===== config.mk =====
export PLATFORM = sky130hd
export DESIGN_NAME = lsu_ctrl
export DESIGN_NICKNAME = d
export VERILOG_FILES = /design/src/rtl/lsu_ctrl.sv
export SDC_FILE = /design/constraint.sdc
export NUM_CORES = 1
export LEC_CHECK = 0
export CAP_MARGIN = 20
export CORE_MARGIN = 5
export CORE_UTILIZATION = 47
export CTS_CLUSTER_SIZE = 12
export DETAILED_ROUTE_END_ITERATION = 8
export GPL_ROUTABILITY_DRIVEN = 0
export PLACE_DENSITY_LB_ADDON = 0.08
export SKIP_LAST_GASP = 1
export SLEW_MARGIN = 10
export SYNTH_ARGS = -nofsm -noshare
export SYNTH_HDL_FRONTEND = slang
export SYNTH_SLANG_ARGS = --single-unit
export TNS_END_PERCENT = 10

===== constraint.sdc =====
create_clock -name clk -period 6.8 [get_ports clk]
set_input_delay 1.36 -clock clk [delete_from_list [all_inputs] [get_ports clk]]
set_output_delay 1.36 -clock clk [all_outputs]
set_load 0.005 [all_outputs]

===== src/rtl/lsu_ctrl.sv =====
// Load/store unit: takes one EXU request, waits LATENCY cycles, issues a single
// memory strobe, then returns extended load data (or an error) to WBU.
module lsu_ctrl #(
    parameter int LATENCY = 2
) (
    input  logic        clk,
    input  logic        rst,
    input  logic        req_valid,
    output logic        req_ready,
    input  logic        req_wen,
    input  logic [2:0]  req_funct3,
    input  logic [31:0] req_addr,
    input  logic [31:0] req_wdata,
    output logic        resp_valid,
    input  logic        resp_ready,
    output logic [31:0] resp_rdata,
    output logic        resp_err,
    output logic        mem_ren,
    output logic [31:0] mem_raddr,
    input  logic [31:0] mem_rdata,
    output logic        mem_wen,
    output logic [31:0] mem_waddr,
    output logic [31:0] mem_wdata,
    output logic [7:0]  mem_wmask
);
    typedef enum logic [1:0] {IDLE, WAIT, ACCESS, RESP} state_t;

    localparam logic [3:0] LAT_M1 = (LATENCY > 0) ? 4'(LATENCY - 1) : 4'd0;

    state_t      state;
    logic [3:0]  cnt;
    logic        wen_q;
    logic [2:0]  funct3_q;
    logic [31:0] addr_q;
    logic [31:0] wdata_q;

    logic        illegal;
    logic        misaligned;
    logic        access;
    logic [31:0] shifted;
    logic [31:0] load_val;
    logic [31:0] lane_wdata;
    logic [3:0]  lane_mask;

    assign req_ready  = (state == IDLE);
    assign resp_valid = (state == RESP);
    assign access     = (state == ACCESS);

    // Request legality is judged on the live request so the error path can skip WAIT.
    always_comb begin
        illegal = 1'b0;
        if (req_wen) begin
            illegal = (req_funct3 > 3'd2);
        end else begin
            case (req_funct3)
                3'b011, 3'b110, 3'b111: illegal = 1'b1;
                default:                illegal = 1'b0;
            endcase
        end
        misaligned = ((req_funct3[1:0] == 2'b01) && req_addr[0]) ||
                     ((req_funct3[1:0] == 2'b10) && (req_addr[1:0] != 2'b00));
    end

    always_comb begin
        shifted = mem_rdata >> {addr_q[1:0], 3'b000};
        case (funct3_q)
            3'b000:  load_val = {{24{shifted[7]}}, shifted[7:0]};
            3'b001:  load_val = {{16{shifted[15]}}, shifted[15:0]};
            3'b100:  load_val = {24'd0, shifted[7:0]};
            3'b101:  load_val = {16'd0, shifted[15:0]};
            default: load_val = shifted;
        endcase
    end

    // Replicating the store data puts it on every lane; the mask picks the live one.
    always_comb begin
        case (funct3_q[1:0])
            2'b00: begin
                lane_mask  = 4'b0001 << addr_q[1:0];
                lane_wdata = {4{wdata_q[7:0]}};
            end
            2'b01: begin
                lane_mask  = 4'b0011 << addr_q[1:0];
                lane_wdata = {2{wdata_q[15:0]}};
            end
            default: begin
                lane_mask  = 4'b1111;
                lane_wdata = wdata_q;
            end
        endcase
    end

    assign mem_ren   = access & ~wen_q;
    assign mem_wen   = access & wen_q;
    assign mem_raddr = mem_ren ? {addr_q[31:2], 2'b00} : 32'd0;
    assign mem_waddr = mem_wen ? {addr_q[31:2], 2'b00} : 32'd0;
    assign mem_wdata = mem_wen ? lane_wdata : 32'd0;
    assign mem_wmask = mem_wen ? {4'd0, lane_mask} : 8'd0;

    always_ff @(posedge clk or posedge rst) begin
        if (rst) begin
            state      <= IDLE;
            cnt        <= 4'd0;
            wen_q      <= 1'b0;
            funct3_q   <= 3'd0;
            addr_q     <= 32'd0;
            wdata_q    <= 32'd0;
            resp_rdata <= 32'd0;
            resp_err   <= 1'b0;
        end else begin
            case (state)
                IDLE: begin
                    if (req_valid) begin
                        wen_q    <= req_wen;
                        funct3_q <= req_funct3;
                        addr_q   <= req_addr;
                        wdata_q  <= req_wdata;
                        if (illegal || misaligned) begin
                            state      <= RESP;
                            resp_err   <= 1'b1;
                            resp_rdata <= 32'd0;
                        end else if (LATENCY == 0) begin
                            state <= ACCESS;
                        end else begin
                            state <= WAIT;
                            cnt   <= LAT_M1;
                        end
                    end
                end
                WAIT: begin
                    if (cnt == 4'd0) state <= ACCESS;
                    else             cnt   <= cnt - 4'd1;
                end
                ACCESS: begin
                    resp_rdata <= wen_q ? 32'd0 : load_val;
                    resp_err   <= 1'b0;
                    state      <= RESP;
                end
                RESP: begin
                    if (resp_ready) state <= IDLE;
                end
                default: state <= IDLE;
            endcase
        end
    end
endmodule


==> impl.org <==
** Floorplanning
- # IOs :: 245
- Area of the die :: 14800 sq um
- Initial Utilization :: 48.5%
- In this run the vertical extent of the chip is 122 um.
- Area of the core :: 12100 sq um
- Placement Rows :: 40
- Die boundary width :: 122 um

** Final layout
- 0 antenna diodes ended up in the layout.
- The final layout contains 876 nets.
- Ratio of cells with drive above 1 in the final layout :: 13.2%
- In the final layout, the multi-input gates occupy 2900 sq um.
- Filler Cells Inserted :: 966
- In the final layout, flip-flops and latches occupy 2680 sq um.
- Cells fill 70.8% of the core in the end.
- Area overhead of the layout relative to synthesis :: 45.9%
- Leaving out filler cells and counting taps, the final layout contains 938.

** Worst setup path
- The largest single stage delay on the critical path is 0.62 ns.
- The endpoint identified for the worst register-to-register timing path is resp_rdata[23].
- WP data arrival :: 2.96 ns
- Required arrival time at the worst endpoint :: 5.44 ns
- Walking the worst path, the cells encountered are inv_1 -> ha_1 -> buf_4 -> nand2_1 -> a21oi_1 -> clkdlybuf4s50_1.
- Tracing the worst setup path back leads to its startpoint at state[0].
- Library cell contributing the largest single delay on the critical path :: sky130_fd_sc_hd__nand2_1
- The setup path with the least slack is of type reg -> out.
- Worst flop-to-flop path startpoint :: state[0]
- Peak fanout along the critical path :: 42
- Measured in cells, the most critical reg-to-reg path has a length of 8.
- Kind of end point of the critical path :: output pin
- Reg-to-reg slack, setup :: 4.10 ns
- STA classifies the critical path startpoint as a flop.

** Detailed routing
- Once detail routing completed, the nets flagged for antenna violations numbered 0.
- Met3 wire length :: 1550 um
- After detailed routing, the average wire length per cell comes to 19.5 um.
- Initial detailed-routing violation count :: 269
- Detailed-route wire length :: 18300 um
- Remaining routing DRC violations :: 0
- Vias :: 5107
- Met2 routed WL :: 9060 um
- Iteration count of the initial detailed-routing pass :: 5
- In the final routing, the length of wire on met1 measures 7290 um.
- Vias per std cell :: 5.44
- Highest routed metal layer :: met4

** Placement
- Before CTS, the worst setup slack after placement is 2.57 ns.
- The count of buffers added on input and output ports is 236.
- In this run, placement finished with an instance count of 922.
- Estimated wirelength of the detail-placed design :: 13100 um

** Global routing
- Entering global routing, the biggest net connects 70 pins.
- Global route overflow :: 0
- Vias in the first global route :: 5336
- Total global-route track usage :: 25.1%
- The number of antenna violations at the first check in global routing was 0.
- The first global-routing pass estimated 29000 um of wire.

** STA
- Based on the critical path, the design can be clocked at up to 231 MHz.
- Worst slew margin relative to its limit :: 38.8%
- For the final routed database, the setup TNS stands at 0 ns.
- Setup skew after layout :: 0.00531 ns
- Number of max-slew violations in the final report :: 0
- Number of hold violations in the final report :: 0
- Setup violations remaining at the end of the flow were counted as 0.
- Final worst-path cycle share :: 63.6%
- Across all setup checks in the final design, the least slack found is 2.48 ns.
- Setup repair after global routing left no endpoint under its margin.
- Final min period :: 4.32 ns
- Worst Max-Slew Pin Slew :: 0.916 ns

** Synth
- Yosys mapped the design onto 47 distinct sky130hd cell types.
- For this run, the leading register cell type out of synthesis is sky130_fd_sc_hd__dfrtp_1.
- Synthesized area :: 5880 sq um
- Synthesized area per cell :: 10.5 sq um
- The synthesized design contains 0 enable-type register cells.
- The Yosys step of the flow raised 0 warnings.
- Share of the yosys chip area belonging to registers :: 45.6%
- Number of instances in the synthesized netlist :: 557
- Synth async-reset ratio :: 100%
- Flop and latch count out of synthesis :: 107

** CTS
- Clock-pin slew was measured on the worst setup and hold paths at 0.07 ns.
- Total CTS buffers :: 9
- Gates resized during post-CTS repair numbered 0.
- Number of sinks on the clock net :: 107
- H-tree Lvls :: 3
- In this run, post-CTS hold repair placed 0 buffers.
- Clock latency on the worst-skew pair :: 0.36 ns
- Clock Path Buffers :: 2
- # Post-CTS Setup Buffers :: 0
- TritonCTS built the clock tree.
- The root buffer cell chosen for the clock tree is sky130_fd_sc_hd__clkbuf_16.

** Worst hold path
- Endpoint of the worst hold-timing path :: resp_rdata[25]
- Worst hold-check path type :: reg -> reg
- Worst hold path stage count :: 2
- The worst hold path begins at resp_rdata[25].

** Power and ir drop
- Maximum ir drop on the vdd rail :: 0.228 mV
- In this run the static leakage power is 3.72 nW.
- Power density of the placed cells :: 424 nW/um^2
- After layout, the design draws a total of 3.63 mW.

** Job
- Across the run, the number of max-cap violations was 0.

** Status
- Outcome :: completed
## logic make-up after synthesis
logic type / after synthesis / share of synthesized area [%]
xor gates and xnor gates: 1 / 0.149
other: 1 / 0.0638
DFF: 107 / 45.6
AOI/OAI and AO/OA: 111 / 13.7
and+or+nand+nor: 159 / 14.2
adders and majority gates: 6 / 1.28
buffers and inverters: 67 / 5.49
muxes: 105 / 19.5
## layout make-up
| type | count | share of cell area [%] |
|---|---|---|
| Clock buffer | 14 | 3.20 |
| Clock inverter | 1 | 0.0876 |
| Inverter | 13 | 0.598 |
| Multi-Input combinational cell | 390 | 33.9 |
| Sequential cell | 107 | 31.2 |
| Tap cell | 168 | 2.45 |
| Timing Repair Buffer | 245 | 28.6 |
## registers in the layout, indices dropped and copies added (netlist names)
name / flops
resp_err: 1
resp_rdata: 32
cnt: 4
wdata_q: 32
addr_q: 32
funct3_q: 3
state: 2
wen_q: 1
## metal layers
layer | global-route usage, % | vias to the layer above
li1 | - | 2394
met5 | 0 | -
met4 | 8.19 | 0
met2 | 41.7 | 194
met1 | 30.2 | 2495
met3 | 9.19 | 24
## metrics by stage
| step | area (sq um) | hold WS [ns] |
|---|---|---|
| after floorplan | 5900 | 0.470 |
| after global placement | 8260 | 0.466 |
| after detailed placement | 8260 | 0.473 |
| after CTS | 8540 | 0.488 |
| after global routing | 8570 | 0.503 |
| final | 8570 | 0.490 |
## worst max-delay path: cells and delay by family (launching register included)
family,cells,cell delay (ns)
buffers and inverters,3,1.00
AND/OR/NAND/NOR,1,0.62
flip-flops,1,0.40
AO/OA/AOI/OAI,1,0.39
adder cells (fa/ha/maj),1,0.17
## how the worst max path moves through the flow
stage,end,slack (ns),depth (start not counted)
after detailed placement,mem_wdata[14],2.57,3
after global routing,mem_wdata[8],2.19,6
final,mem_wdata[8],2.48,6
after CTS,mem_wdata[14],2.16,3
after floorplan,addr_q[0],2.62,1
after global placement,mem_wmask[2],2.68,3
## cells in the mapped netlist, types with 6 or more instances
cell type / instances / area [sq um]
sky130_fd_sc_hd__mux2i_1: 36 / 360
sky130_fd_sc_hd__and3_1: 38 / 238
sky130_fd_sc_hd__clkbuf_1: 27 / 101
sky130_fd_sc_hd__mux2_2: 68 / 766
sky130_fd_sc_hd__nand2_1: 37 / 139
sky130_fd_sc_hd__ha_1: 6 / 75.1
sky130_fd_sc_hd__and2_1: 30 / 188
sky130_fd_sc_hd__buf_2: 12 / 60.1
sky130_fd_sc_hd__a211o_1: 8 / 70.1
sky130_fd_sc_hd__a22o_1: 8 / 70.1
sky130_fd_sc_hd__nor2_1: 32 / 120
sky130_fd_sc_hd__a32o_1: 15 / 150
sky130_fd_sc_hd__a21oi_1: 28 / 140
sky130_fd_sc_hd__o31ai_1: 8 / 60.1
sky130_fd_sc_hd__o21ai_0: 18 / 90.1
sky130_fd_sc_hd__inv_1: 13 / 48.8
sky130_fd_sc_hd__dfrtp_1: 107 / 2680
sky130_fd_sc_hd__a2bb2oi_1: 8 / 70.1
sky130_fd_sc_hd__buf_4: 11 / 82.6
sky130_fd_sc_hd__nor2b_1: 8 / 50.1
## placed cells by master, fill, tap and decap left out, drive strengths merged, types with 13 or more instances in the layout
cell and instances:
a21oi 28, a32o 15, and2 30, and3 38, clkbuf 15, clkdlybuf4s50 236, dfrtp 107, inv 13
mux2 68, mux2i 36, nand2 38, nor2 33, o21ai 19
## report_power, final
group	switching, mW	leakage, nW	internal, mW
combinational	0.894	2.25	1.05
sequential	0.243	1.33	0.932
clock	0.233	0.135	0.277
Power figures use the tool's default switching activity.
